## src/rtl/lif_pkg.sv

```systemverilog
// lif_pkg: shared defaults, datapath typedefs and FSM encoding for the LIF scheduler
package lif_pkg;
   localparam int LIF_N_NEURONS    = 16;
   localparam int LIF_I_WIDTH      = 8;
   localparam int LIF_I_FRAC_WIDTH = 4;
   localparam int LIF_WIDTH        = 16;
   localparam int LIF_FRAC_WIDTH   = 8;
   localparam int LIF_A_OPT        = 232;
   localparam int LIF_B_OPT        = 256;
   localparam int LIF_V_RESET      = -20480;
   typedef logic signed [LIF_WIDTH-1:0]     state_t;
   typedef logic signed [2*LIF_WIDTH-1:0]   mult_t;
   typedef logic signed [2*LIF_WIDTH+1:0]   accum_t;
   localparam int MAX_VAL = (2 ** (LIF_WIDTH - 1)) - 1;
   localparam int MIN_VAL = -MAX_VAL - 1;
   typedef enum logic [1:0] {IDLE, RUN, DONE} fsm_e;
endpackage

```

## src/rtl/lif_update_core.sv

```systemverilog
// lif_update_core: combinational LIF membrane update (v, cur) -> (v_next, spk)
//  v      in   WIDTH     current membrane value, signed Q.FRAC_WIDTH
//  cur    in   I_WIDTH   input current, signed Q.I_FRAC_WIDTH
//  v_next out  WIDTH     updated membrane value
//  spk    out  1         threshold crossed this update
module lif_update_core
   import lif_pkg::*;
#(
   parameter int I_WIDTH      = LIF_I_WIDTH,
   parameter int I_FRAC_WIDTH = LIF_I_FRAC_WIDTH,
   parameter int WIDTH        = LIF_WIDTH,
   parameter int FRAC_WIDTH   = LIF_FRAC_WIDTH,
   parameter int A_OPT        = LIF_A_OPT,
   parameter int B_OPT        = LIF_B_OPT,
   parameter int V_RESET      = LIF_V_RESET
)(
   input  logic signed [WIDTH-1:0]   v,
   input  logic signed [I_WIDTH-1:0] cur,
   output logic signed [WIDTH-1:0]   v_next,
   output logic                      spk
);
   localparam int MW = 2 * WIDTH;
   localparam int SW = 2 * WIDTH + 2;
   localparam logic signed [MW-1:0] A_C = MW'(A_OPT);
   localparam logic signed [MW-1:0] B_C = MW'(B_OPT);
   localparam logic signed [SW-1:0] S_MAX = SW'((2 ** (WIDTH - 1)) - 1);
   localparam logic signed [SW-1:0] S_MIN = -S_MAX - 1;
   logic signed [MW-1:0] pd, pi;
   logic signed [SW-1:0] s;
   assign pd = MW'(v) * A_C;
   assign pi = B_C * MW'(cur);
   // extra headroom bits keep the sum exact before saturation
   assign s  = SW'(pd >>> FRAC_WIDTH) + SW'(pi >>> I_FRAC_WIDTH);
   always_comb begin
      spk    = s >= S_MAX;
      v_next = spk ? WIDTH'(V_RESET) : (s <= S_MIN) ? WIDTH'(S_MIN) : s[WIDTH-1:0];
   end
endmodule

```

## src/rtl/lif_tdm_scheduler.sv

```systemverilog
// lif_tdm_scheduler: time-multiplexes one LIF update core across N_NEURONS neurons
//  clk, rst    clock, synchronous active-high reset
//  step_valid  in   start request; step_ready out high in IDLE
//  cur_valid   in   current beat valid; cur_ready out high in RUN
//  cur_data    in   signed current for neuron cur_idx
//  cur_idx     out  neuron the next accepted beat updates
//  spikes      out  spike vector of last completed step
//  step_done   out  1-cycle pulse when spikes update
//  step_cnt    out  completed-step count (wraps)
//  Option: LIF_REFRACTORY_EN adds per-neuron refractory counters (REFRAC_STEPS)
module lif_tdm_scheduler
   import lif_pkg::*;
#(
   parameter int N_NEURONS    = LIF_N_NEURONS,
   parameter int I_WIDTH      = LIF_I_WIDTH,
   parameter int I_FRAC_WIDTH = LIF_I_FRAC_WIDTH,
   parameter int WIDTH        = LIF_WIDTH,
   parameter int FRAC_WIDTH   = LIF_FRAC_WIDTH,
   parameter int A_OPT        = LIF_A_OPT,
   parameter int B_OPT        = LIF_B_OPT,
   parameter int V_RESET      = LIF_V_RESET
`ifdef LIF_REFRACTORY_EN
   ,
   parameter int REFRAC_STEPS = 2
`endif
)(
   input  logic                           clk,
   input  logic                           rst,
   input  logic                           step_valid,
   output logic                           step_ready,
   input  logic                           cur_valid,
   output logic                           cur_ready,
   input  logic signed [I_WIDTH-1:0]      cur_data,
   output logic [$clog2(N_NEURONS)-1:0]   cur_idx,
   output logic [N_NEURONS-1:0]           spikes,
   output logic                           step_done,
   output logic [15:0]                    step_cnt
);
   localparam int IDX_W = $clog2(N_NEURONS);
   localparam logic [IDX_W-1:0] LAST = IDX_W'(N_NEURONS - 1);
   fsm_e state;
   logic signed [WIDTH-1:0] v [N_NEURONS];
   logic [N_NEURONS-1:0] spike_buf;
   logic signed [WIDTH-1:0] v_core, v_new;
   logic spk_core, spk_new, accept;
   assign step_ready = state == IDLE;
   assign cur_ready  = state == RUN;
   assign accept     = cur_valid && cur_ready;
   lif_update_core #(
      .I_WIDTH(I_WIDTH), .I_FRAC_WIDTH(I_FRAC_WIDTH), .WIDTH(WIDTH), .FRAC_WIDTH(FRAC_WIDTH),
      .A_OPT(A_OPT), .B_OPT(B_OPT), .V_RESET(V_RESET)
   ) u_core (
      .v(v[cur_idx]), .cur(cur_data), .v_next(v_core), .spk(spk_core)
   );
`ifdef LIF_REFRACTORY_EN
   localparam int REF_W = $clog2(REFRAC_STEPS + 1);
   logic [REF_W-1:0] ref_cnt [N_NEURONS];
   logic hold;
   // a refractory neuron still consumes its beat but keeps its membrane value
   assign hold    = ref_cnt[cur_idx] != '0;
   assign v_new   = hold ? v[cur_idx] : v_core;
   assign spk_new = !hold && spk_core;
   always_ff @(posedge clk) begin
      if (rst) begin
         for (int n = 0; n < N_NEURONS; n++) ref_cnt[n] <= '0;
      end else if (accept) begin
         ref_cnt[cur_idx] <= spk_new ? REF_W'(REFRAC_STEPS) : hold ? ref_cnt[cur_idx] - 1'b1 : ref_cnt[cur_idx];
      end
   end
`else
   assign v_new   = v_core;
   assign spk_new = spk_core;
`endif
   always_ff @(posedge clk) begin
      if (rst) begin
         state     <= IDLE;
         cur_idx   <= '0;
         spikes    <= '0;
         spike_buf <= '0;
         step_done <= 1'b0;
         step_cnt  <= '0;
         for (int n = 0; n < N_NEURONS; n++) v[n] <= '0;
      end else begin
         step_done <= 1'b0;
         if (state == IDLE && step_valid) state <= RUN;
         if (accept) begin
            v[cur_idx]         <= v_new;
            spike_buf[cur_idx] <= spk_new;
            cur_idx            <= cur_idx + 1'b1;
            if (cur_idx == LAST) state <= DONE;
         end
         if (state == DONE) begin
            spikes    <= spike_buf;
            step_done <= 1'b1;
            step_cnt  <= step_cnt + 1'b1;
            cur_idx   <= '0;
            state     <= IDLE;
         end
      end
   end
endmodule

```

## config.mk

```make
export PLATFORM = sky130hd
export DESIGN_NAME = lif_tdm_scheduler
export DESIGN_NICKNAME = d
export VERILOG_FILES = /design/src/rtl/lif_pkg.sv /design/src/rtl/lif_update_core.sv /design/src/rtl/lif_tdm_scheduler.sv
export SDC_FILE = /design/constraint.sdc
export NUM_CORES = 1
export LEC_CHECK = 0
export ABC_AREA = 0
export BUFFER_PORTS_ARGS = -buffer_cell sky130_fd_sc_hd__buf_2
export CORE_MARGIN = 2
export CORE_UTILIZATION = 60
export CTS_CLUSTER_DIAMETER = 80
export DETAILED_ROUTE_END_ITERATION = 12
export PLACE_DENSITY_LB_ADDON = 0.15
export SETUP_SLACK_MARGIN = 0.02
export SLEW_MARGIN = 40
export SYNTH_ARGS = -nofsm -noshare
export SYNTH_HDL_FRONTEND = slang
export SYNTH_SLANG_ARGS = --single-unit
```

## constraint.sdc

```tcl
create_clock -name clk -period 18.55 [get_ports clk]
set_input_delay 3.71 -clock clk [delete_from_list [all_inputs] [get_ports clk]]
set_output_delay 3.71 -clock clk [all_outputs]
set_load 0.02 [all_outputs]
```

After elaboration in Yosys (flattened, before gate mapping). Memory sizes are Yosys's and may differ from the RTL's. A register that Yosys moved wholly into a read port is not among the register bits. Index checks and enable logic that the tools add are counted.

Flip-flop bits (word level): 55. Memories: 1. Memory bits (writable): 256.

Memory list: v (depth 16, width 16, rd ports 1, clocked after memory_dff 1, wr ports 16, line lif_tdm_scheduler.sv:42) `logic signed [WIDTH-1:0] v [N_NEURONS];`.

Add/sub/neg operators: 3. $lt $le $gt $ge: 4. Eq/ne operators: 3. Multiply operators: 1. Reduce and logical (&&, ||, !) cells: 6. Mux-type cells: 19.

Operators with widths (count): $mux 16 (3); $ge 34x16->1 const B (1); $le 34x16->1 const B (1); $mul 16x6->22 const B (1); $add 17x12->18 (1); $add 16x1->16 const B (1); $bwmux 16 (1); $reduce_or 16->1 (1); $mux 4 (3); $mux 1 (8); $mux 2 (3); $lt 4x5->1 const B (1); $add 4x1->4 const B (1); $demux 1 s4 (1); $eq 4x4->1 const B (1); $ge 4x1->1 const B (1); $logic_and 1x1->1 (3); $eq 2x1->1 const B (1); $eq 2x2->1 const B (1); $logic_not 2->1 (1); $reduce_or 2->1 (1).

Longest topological paths before layout. Gate-level depths: netlist (run 1).

Depth after elaboration: 7. Depth in mapped cells: 32. Depth with buffers taken out: 28.

By module. From an unflattened synthesis (run 1), not the netlist that was laid out.

Cells, all modules: 1366. Area total of the unflattened synthesis: 17078.9 sq um.

Modules (own cells, without submodules): lif_tdm_scheduler (area an instance 14148.6 sq um, cells each 1008, instances 1); lif_update_core (area an instance 2930.3 sq um, cells each 358, instances 1).

Least setup slack after synthesis (run 1). No wires, ideal clock.

Path type: register to register. From: register with a tool-made name. To: memory v[10][15] (netlist bit), data pin. Buffers on the path: 4. Stages on the path, launching flop included: 30. Clock period less this slack: 8.766 ns. Data arrival time: 8.495 ns. Path slack: 9.784 ns. Required time: 18.280 ns. Cell sequence: dfxtp_1 buf_2 clkbuf_1 buf_1 mux4_2 mux4_2 ha_1 inv_1 fa_1 inv_1 fa_1 fa_1 a21o_1 a21oi_1 o21bai_1 a21oi_1 o21a_1 o211ai_1 a21oi_1 xnor2_1 ha_1 a21o_1 or4_1 a41oi_1 o21bai_1 and3_1 or4_1 nor2_1 clkbuf_1 a21oi_1.

RTL lines (line): end: declaration (lif_tdm_scheduler.sv:42).

==> impl_metrics.ini, run 1 <==
[synthesis]
synthesis.area_sq_mm = 0.0164
synthCells = 1318
synth_nets = 1425
yosysWarningCount = 0
synth-seq-cells = 315
synth_edf_count = 256
async_flop_share = 0
seq_area_frac_synth = 0.542
synth.avg_cell_area_sq_um = 12.4
dominantRegCellSynth = edfxtp_1
ys_types = 55

[cts]
cts_tree = yes
htreeDepth = 1
clk_pin_slew_ps = 60
cts_hold_buffers = 0
clkLatencyLatePin_ps = 570
ctsResizeCount = 0
clock_sinks = 315
cts_buffer_depth = 3
post-cts-setup-buffers = 0
cts_inserted_buffers = 31
ctsRootBufferMaster = clkbuf_16

[detailed_routing]
drc = 0
routedWlPerCell_um = 25.0
ant_nets = 0
vias = 11100
totalWireLength_um = 42000
routed_via_density = 6.58
top_layer = met4
first_pass_iters = 5
dr_wl_met2_um = 20400
wl_met3_um = 3830
drt_iter0_markers = 1371
met1_length_um = 16700

[global_route]
grt_pass1_wl_um = 64400
grt-ovfl-total = 0
antenna_found_initial = 0
grt_start_max_net_pins = 107
grt_pass1_vias = 10900
grt_util_all_layers = 0.299

[min_path]
hp-class = flop to flop

[sta]
rsz0062_at_grt = no
final_max_slew_viol_count = 0
min_period_over_period = 0.532
setup_viol = 0
maxSlewHeadroom = 0.458
final_hold_viol_count = 0
fin_tns_setup_ps = 0
tightestPinTransition_ps = 812
fin_skew_ps = 18.8
period_minus_slack_ps = 9870
clock.fmax_mhz = 101

[layout]
finalCoreUtilization = 0.663
nets = 1420
areaGrowthSynthToFinish_pct = 8.83
layout_commonest_cell = edfxtp_1
diodes = 0
final_cell_mix = 256 x edfxtp_1, 173 x nor3_1, 94 x inv_1, 78 x mux4_2
drive_gt1_frac = 0.174

[floorplanning]
die_area_sq_mm = 0.0286
core.rowCount = 60
initial_core_util = 0.609
ios = 51
core-area_sq_mm = 0.0269
die_height_um = 169
die_w_um = 169

[place]
hpwl_um = 25000
numPortBuffers = 50
gp_congestion = 0.827

[setup_path]
crit_required_ps = 18820
path_class = flop to flop
cp.arrival_ps = 10140
crit_path_start_kind = flop
worst_path_largest_cell_delay_ps = 780
crit_top_cell = fa_1
crit_fanout = 106
cp_slowest_cell = dfxtp_4
worstSetupEndpointType = flop

[run]
maxCapViolations = 0

[status]
outcome = completed
[cell usage after synthesis (5+ instances only)]
cell,instances,area share
xnor2_1,18,0.0096
nand3_1,8,0.0024
nand2_1,80,0.018
nor2b_1,10,0.0038
xor2_1,16,0.0086
nand4_1,8,0.0031
mux4_2,78,0.11
nor2_1,66,0.015
edfxtp_1,256,0.47
nor3_1,173,0.053
nor4b_1,17,0.0091
buf_2,23,0.0070
ha_1,65,0.050
and3_1,8,0.0031
or4_1,5,0.0023
dfxtp_1,59,0.072
o22ai_1,17,0.0065
o21a_1,6,0.0028
fa_1,30,0.037
clkbuf_1,68,0.016
o21ai_0,19,0.0058
buf_1,14,0.0032
a21o_1,20,0.0092
inv_1,94,0.022
o21bai_1,8,0.0037
or3_1,8,0.0031
nor3b_1,35,0.016
a21oi_1,56,0.017
nor4_1,5,0.0019
[registers in the layout (all words and copies together) (netlist names), named ones only]
register / count
spikes: 16
v: 256
step_cnt: 16
spike_buf: 16
cur_idx: 4
step_done: 1
state: 2
[critical path, delay by kind of cell, from the launching register on]
family,cells,cell delay [ps]
XOR/XNOR,1,180
AO/OA/AOI/OAI,6,1210
flip-flops,1,780
AND/OR/NAND/NOR,7,2530
buffers and inverters,5,1540
adder cells (fa/ha/maj),5,2660
multiplexers,1,590
[cells by family after synthesis]
logic type,Yosys count,share of synthesized area
AO/OA/AOI/OAI,160,0.0619
XOR/XNOR,34,0.0182
adder cells (fa/ha/maj),95,0.0864
buffers and inverters,199,0.0474
flip-flops,315,0.542
multiplexers,79,0.108
AND/OR/NAND/NOR,436,0.137
[worst paths after layout]
check	from	to	slack, ps	cells past startpoint
worst min-delay path	spikes[14]	spikes[14]	450	2
worst max-delay path	flop	v[3][0]	8680	25
worst min register to register	spikes[14]	spikes[14]	450	2
worst max register to register	flop	v[3][0]	8680	25
[final cells by class]
cell class / instances / area (sq um)
fillers: 1975 / 9060
flip-flops and latches: 315 / 8870
multi-input cells: 804 / 6820
clock buffers: 43 / 871
well taps: 341 / 427
repair buffers: 67 / 392
inverters: 94 / 353
clock inverters: 15 / 83.8
[routing by layer]
layer / track usage / up-vias
met5: 0 / -
met4: 0.0873 / 0
met3: 0.0408 / 87
met2: 0.492 / 581
met1: 0.422 / 5490
li1: - / 4896
[metrics by stage]
stage	cell area, sq um	hold slack [ps]	worst slack [ps]	cells
6_report	17800	449	8680	1679
4_1_cts	17800	454	8580	1679
5_1_grt	17800	474	8080	1679
3_3_place_gp	16800	443	8630	1621
2_1_floorplan	16400	432	9780	1318
3_5_place_dp	16900	446	8600	1621
Power of run 1 is left out: the tool's default activity adds up to more than one toggle a clock period on the data nets, which glitch-free logic cannot reach.
==> inputs of run 2 (changes only) <==
- clock period: 18.55 -> 10.36 ns (I/O delays scaled with it)
==> impl_metrics.ini, run 2 (synthesis results as in run 1) <==
[status]
outcome = completed

[global_route]
grt_pass1_wl_um = 63900
grt_pass1_vias = 11100
grt_start_max_net_pins = 88
antenna_found_initial = 0
grt_util_all_layers = 0.294
grt-ovfl-total = 0

[detailed_routing]
drc = 0
ant_nets = 0
vias = 11000
routed_via_density = 6.55
drt_iter0_markers = 1041
totalWireLength_um = 40900
first_pass_iters = 6
routedWlPerCell_um = 24.3

[sta]
whs_ps = 453
rsz0062_at_grt = no
final_max_slew_viol_count = 0
fin_tns_setup_ps = 0
maxSlewHeadroom = 0.447
final_hold_viol_count = 0
setup_viol = 0
fin_skew_ps = 10.2
tightestPinTransition_ps = 827
min_period_over_period = 0.912
period_minus_slack_ps = 9450
clock.fmax_mhz = 106

[cts]
ctsResizeCount = 0
cts_buffer_depth = 3
cts_hold_buffers = 0
cts_inserted_buffers = 30
htreeDepth = 1
clock_sinks = 315
clkLatencyLatePin_ps = 560
ctsRootBufferMaster = clkbuf_16
clk_pin_slew_ps = 70
cts_tree = yes
post-cts-setup-buffers = 0

[layout]
largest_register = v
largest_reg_flops = 256
final_cell_mix = 256 x edfxtp_1, 173 x nor3_1, 94 x inv_1, 78 x mux4_2, 68 x nand2_1
final.fill_count = 2023
nets = 1424
diodes = 0
finalCoreUtilization = 0.667
drive_gt1_frac = 0.174
layout_commonest_cell = edfxtp_1
areaGrowthSynthToFinish_pct = 9.47

[floorplanning]
core.rowCount = 60
die_area_sq_mm = 0.0286
initial_core_util = 0.609
core-area_sq_mm = 0.0269
die_height_um = 169
die_w_um = 169
ios = 51

[place]
hpwl_um = 25500
gp_congestion = 0.801
numPortBuffers = 50

[min_path]
hp-class = flop to flop

[setup_path]
cp.arrival_ps = 9710
path_class = flop to flop
crit_fanout = 87
crit_path_start_kind = flop
worstSetupEndpointType = flop
crit_required_ps = 10620

[run]
maxCapViolations = 0
==> run 2: changes by cell type in the layout (fill, tap and decap cells not counted), sizes merged <==
cell      change
buf           +5
bufinv        +2
clkinv        -2
inv           -2
clkbuf        -1
clkinvlp      +1
==> run 2: critical path: stages, from the launching register on <==
cell and delay (ps):
dfxtp_4 770, buf_12 380, mux4_2 560, mux4_2 560, ha_1 340, fa_1 460
fa_1 490, ha_1 360, a21o_1 190, a21oi_1 160, o21ai_0 100, a21oi_1 200
xnor2_1 140, ha_1 200, inv_1 60, fa_1 750, or4_1 630, or4_1 550
or4_1 540, nor4_1 300, nand3b_1 190, a32oi_4 620, buf_12 410, nor3_1 120
==> run 2: per-layer routing <==
metal	routed length (um)	global-route usage	vias up
met4	1230	0.0929	0
met5	0	0	-
met3	3470	0.0380	89
met1	16100	0.409	5462
met2	20100	0.490	560
li1	-	-	4901
==> run 2: worst paths after layout <==
kind / slack (ps) / depth (start not counted) / start / endpoint
setup / recovery: 910 / 23 / flop / v[9][5]
hold / removal: 450 / 2 / spike_buf[15] / spikes[15]
setup reg to reg: 910 / 23 / flop / v[9][5]
hold reg to reg: 450 / 2 / spike_buf[15] / spikes[15]
==> run 2: area by class of cell <==
type,count,area (sq um),area share
inverter,94,353,0.0197
timing repair buffer,72,455,0.0254
clock buffer,42,890,0.0496
multi-input combinational,804,6810,0.380
sequential,315,8870,0.495
clock inverter,14,119,0.00663
tap,341,427,0.0238
==> run 2: through the flow <==
step,cell area (sq um),cells,setup WS [ps]
finish,17900,1682,913
global route,17900,1682,314
CTS,17900,1682,917
detailed placement,16900,1626,1000
global placement,16900,1626,1160
floorplan,16400,1318,1590
Power of run 2 is left out for the same reason.
==> inputs of run 3 (changes only) <==
- CORE_UTILIZATION: 60 -> 63
- SYNTH_HIERARCHICAL: not set -> 1
==> impl_metrics.ini, run 3 <==
[sta]
tightestPinTransition_ps = 872
fin_tns_setup_ps = 0
whs_ps = 449
fin_skew_ps = 30.0
min_period_over_period = 0.864
final_max_slew_viol_count = 0
maxSlewHeadroom = 0.419
period_minus_slack_ps = 8950
rsz0062_at_grt = no
clock.fmax_mhz = 112
final_hold_viol_count = 0
setup_ws_ps = 1410
setup_viol = 0

[layout]
final.fill_count = 1835
largest_reg_flops = 256
drive_gt1_frac = 0.177
largest_register = v
nets = 1504
final_cell_mix = 258 x and2_1, 256 x edfxtp_1, 92 x inv_1, 71 x nand2_1, 66 x ha_1
layout_commonest_cell = and2_1
areaGrowthSynthToFinish_pct = 9.60
finalCoreUtilization = 0.698
diodes = 0

[setup_path]
cp.arrival_ps = 9310
crit_required_ps = 10720
cp_slowest_cell = dfxtp_4
crit_top_cell = ha_1
path_class = flop to flop
worst_path_largest_cell_delay_ps = 690
crit_family = compound AO/OA/AOI/OAI gates
critPathBufInv = 5
crit_path_start_kind = flop
crit_fanout = 24
worstSetupEndpointType = flop
rrSetupSlack_ps = 1410
r2r_end = v[10][1]
ff2ff_path_depth = 29

[floorplanning]
initial_core_util = 0.637
die_height_um = 169
core.rowCount = 60
core-area_sq_mm = 0.0268
die_w_um = 169
die_area_sq_mm = 0.0284
ios = 51

[detailed_routing]
ant_nets = 0
drc = 0
totalWireLength_um = 39900
first_pass_iters = 5
routed_via_density = 6.13
routedWlPerCell_um = 22.7
vias = 10800
drt_iter0_markers = 987

[synthesis]
synth.area.mux_share = 0.0941
ys_types = 74
yosys.area_share.adder = 0.0847
yosys.area_share.simple = 0.181
dominantRegCellSynth = edfxtp_1
synth-seq-cells = 315
synthesis.area_sq_mm = 0.0171
synthTopCellsByCount = 258 x and2_1, 256 x edfxtp_1, 92 x inv_1, 71 x nand2_1, 66 x ha_1
yosys.area.top_type_share = 0.450
synth_nets = 1475
yosys.area_share.xor_xnor = 0.0174
synth_top_cell_by_area = edfxtp_1
ys_top_cells_by_area = edfxtp_1 45%, and2_1 9.5%, mux4_2 8.4%, dfxtp_1 6.9%, ha_1 4.8%
synth_compound_area_frac = 0.0596
post-synth-top-count-cell = and2_1
synth.avg_cell_area_sq_um = 12.5
seq_area_frac_synth = 0.519
synth_top_family_by_area = simple AND/OR/NAND/NOR gates
async_flop_share = 0
yosysWarningCount = 6
synth_edf_count = 256
synthCells = 1366

[cts]
clk_pin_slew_ps = 60
clock_sinks = 315
ctsResizeCount = 0
htreeDepth = 2
cts_inserted_buffers = 34
post-cts-setup-buffers = 0
cts_buffer_depth = 3
cts_tree = yes
clkLatencyLatePin_ps = 510
cts_hold_buffers = 0
ctsRootBufferMaster = clkbuf_16

[min_path]
hold-path-endpoint = spikes[15]
hold_depth = 2
hp-class = flop to flop
min-delay-start = spike_buf[15]

[place]
numPortBuffers = 50
hpwl_um = 25500
gp_congestion = 0.855
pre_cts_ws_ps = 1330

[global_route]
grt_pass1_vias = 11000
grt-ovfl-total = 0
grt_pass1_wl_um = 61500
antenna_found_initial = 0
grt_start_max_net_pins = 82
grt_util_all_layers = 0.288

[power]
ir_drop_mv = 0.295
p_per_area_mw_per_mm2 = 298
leakagePower_nw = 7.27

[status]
outcome = completed

[run]
maxCapViolations = 0
-- run 3: through the flow --
step	power (mW)	cells	area (sq um)
after detailed placement	4.23	1699	17600
after global placement	4.18	1698	17500
after floorplan	3.47	1366	17100
after global routing	5.90	1759	18700
after CTS	5.47	1758	18700
final	5.57	1759	18700
-- run 3: layer usage --
metal  part of all wire  GRT usage  vias to the layer above
met1               0.39      0.376                     5330
met3              0.084     0.0554                       76
li1                   -          -                     4905
met2               0.49      0.481                      466
met5                  0          0                        -
met4              0.040      0.118                        0
-- run 3: area by class of cell --
type / instances / area, sq um / share of cell area
Multi-Input combinational cell: 882 / 7530 / 0.402
Tap cell: 341 / 427 / 0.0228
Clock inverter: 10 / 154 / 0.00822
Timing Repair Buffer: 70 / 417 / 0.0223
Sequential cell: 315 / 8870 / 0.474
Clock buffer: 49 / 973 / 0.0520
Inverter: 92 / 345 / 0.0184
-- run 3: power by group --
| group | internal, mW | total, mW | switching [mW] |
|---|---|---|---|
| Sequential | 1.41 | 1.43 | 0.0186 |
| Combinational | 0.974 | 2.91 | 1.94 |
| Clock | 0.753 | 1.24 | 0.482 |
| Total | 3.14 | 5.57 | 2.44 |
-- run 3: worst max path at each step --
stage	endpoint	cells after the start	slack, ps	start
floorplan	v[10][6]	30	3180	flop
global placement	v[8][5]	27	1440	flop
detailed placement	v[2][6]	28	1330	flop
CTS	v[0][6]	28	1250	flop
global route	v[0][6]	29	650	flop
finish	v[10][1]	29	1410	flop
-- run 3: cells by family after synthesis --
group,Yosys count
AOI/OAI and AO/OA,149
xor gates and xnor gates,34
muxes,80
DFF,315
adders and majority gates,97
and+or+nand+nor,522
buffers and inverters,169
-- run 3: worst reg2reg max path: cells and delay by family, from the launching register on --
family | cells | cell delay [ps]
compound gates | 10 | 2640
fa+ha+maj | 5 | 2130
simple gates | 7 | 1610
buf+inv | 5 | 1020
flops | 1 | 690
mux | 1 | 550
xor+xnor | 1 | 150
Note: power is estimated with default switching activity, not from simulation.
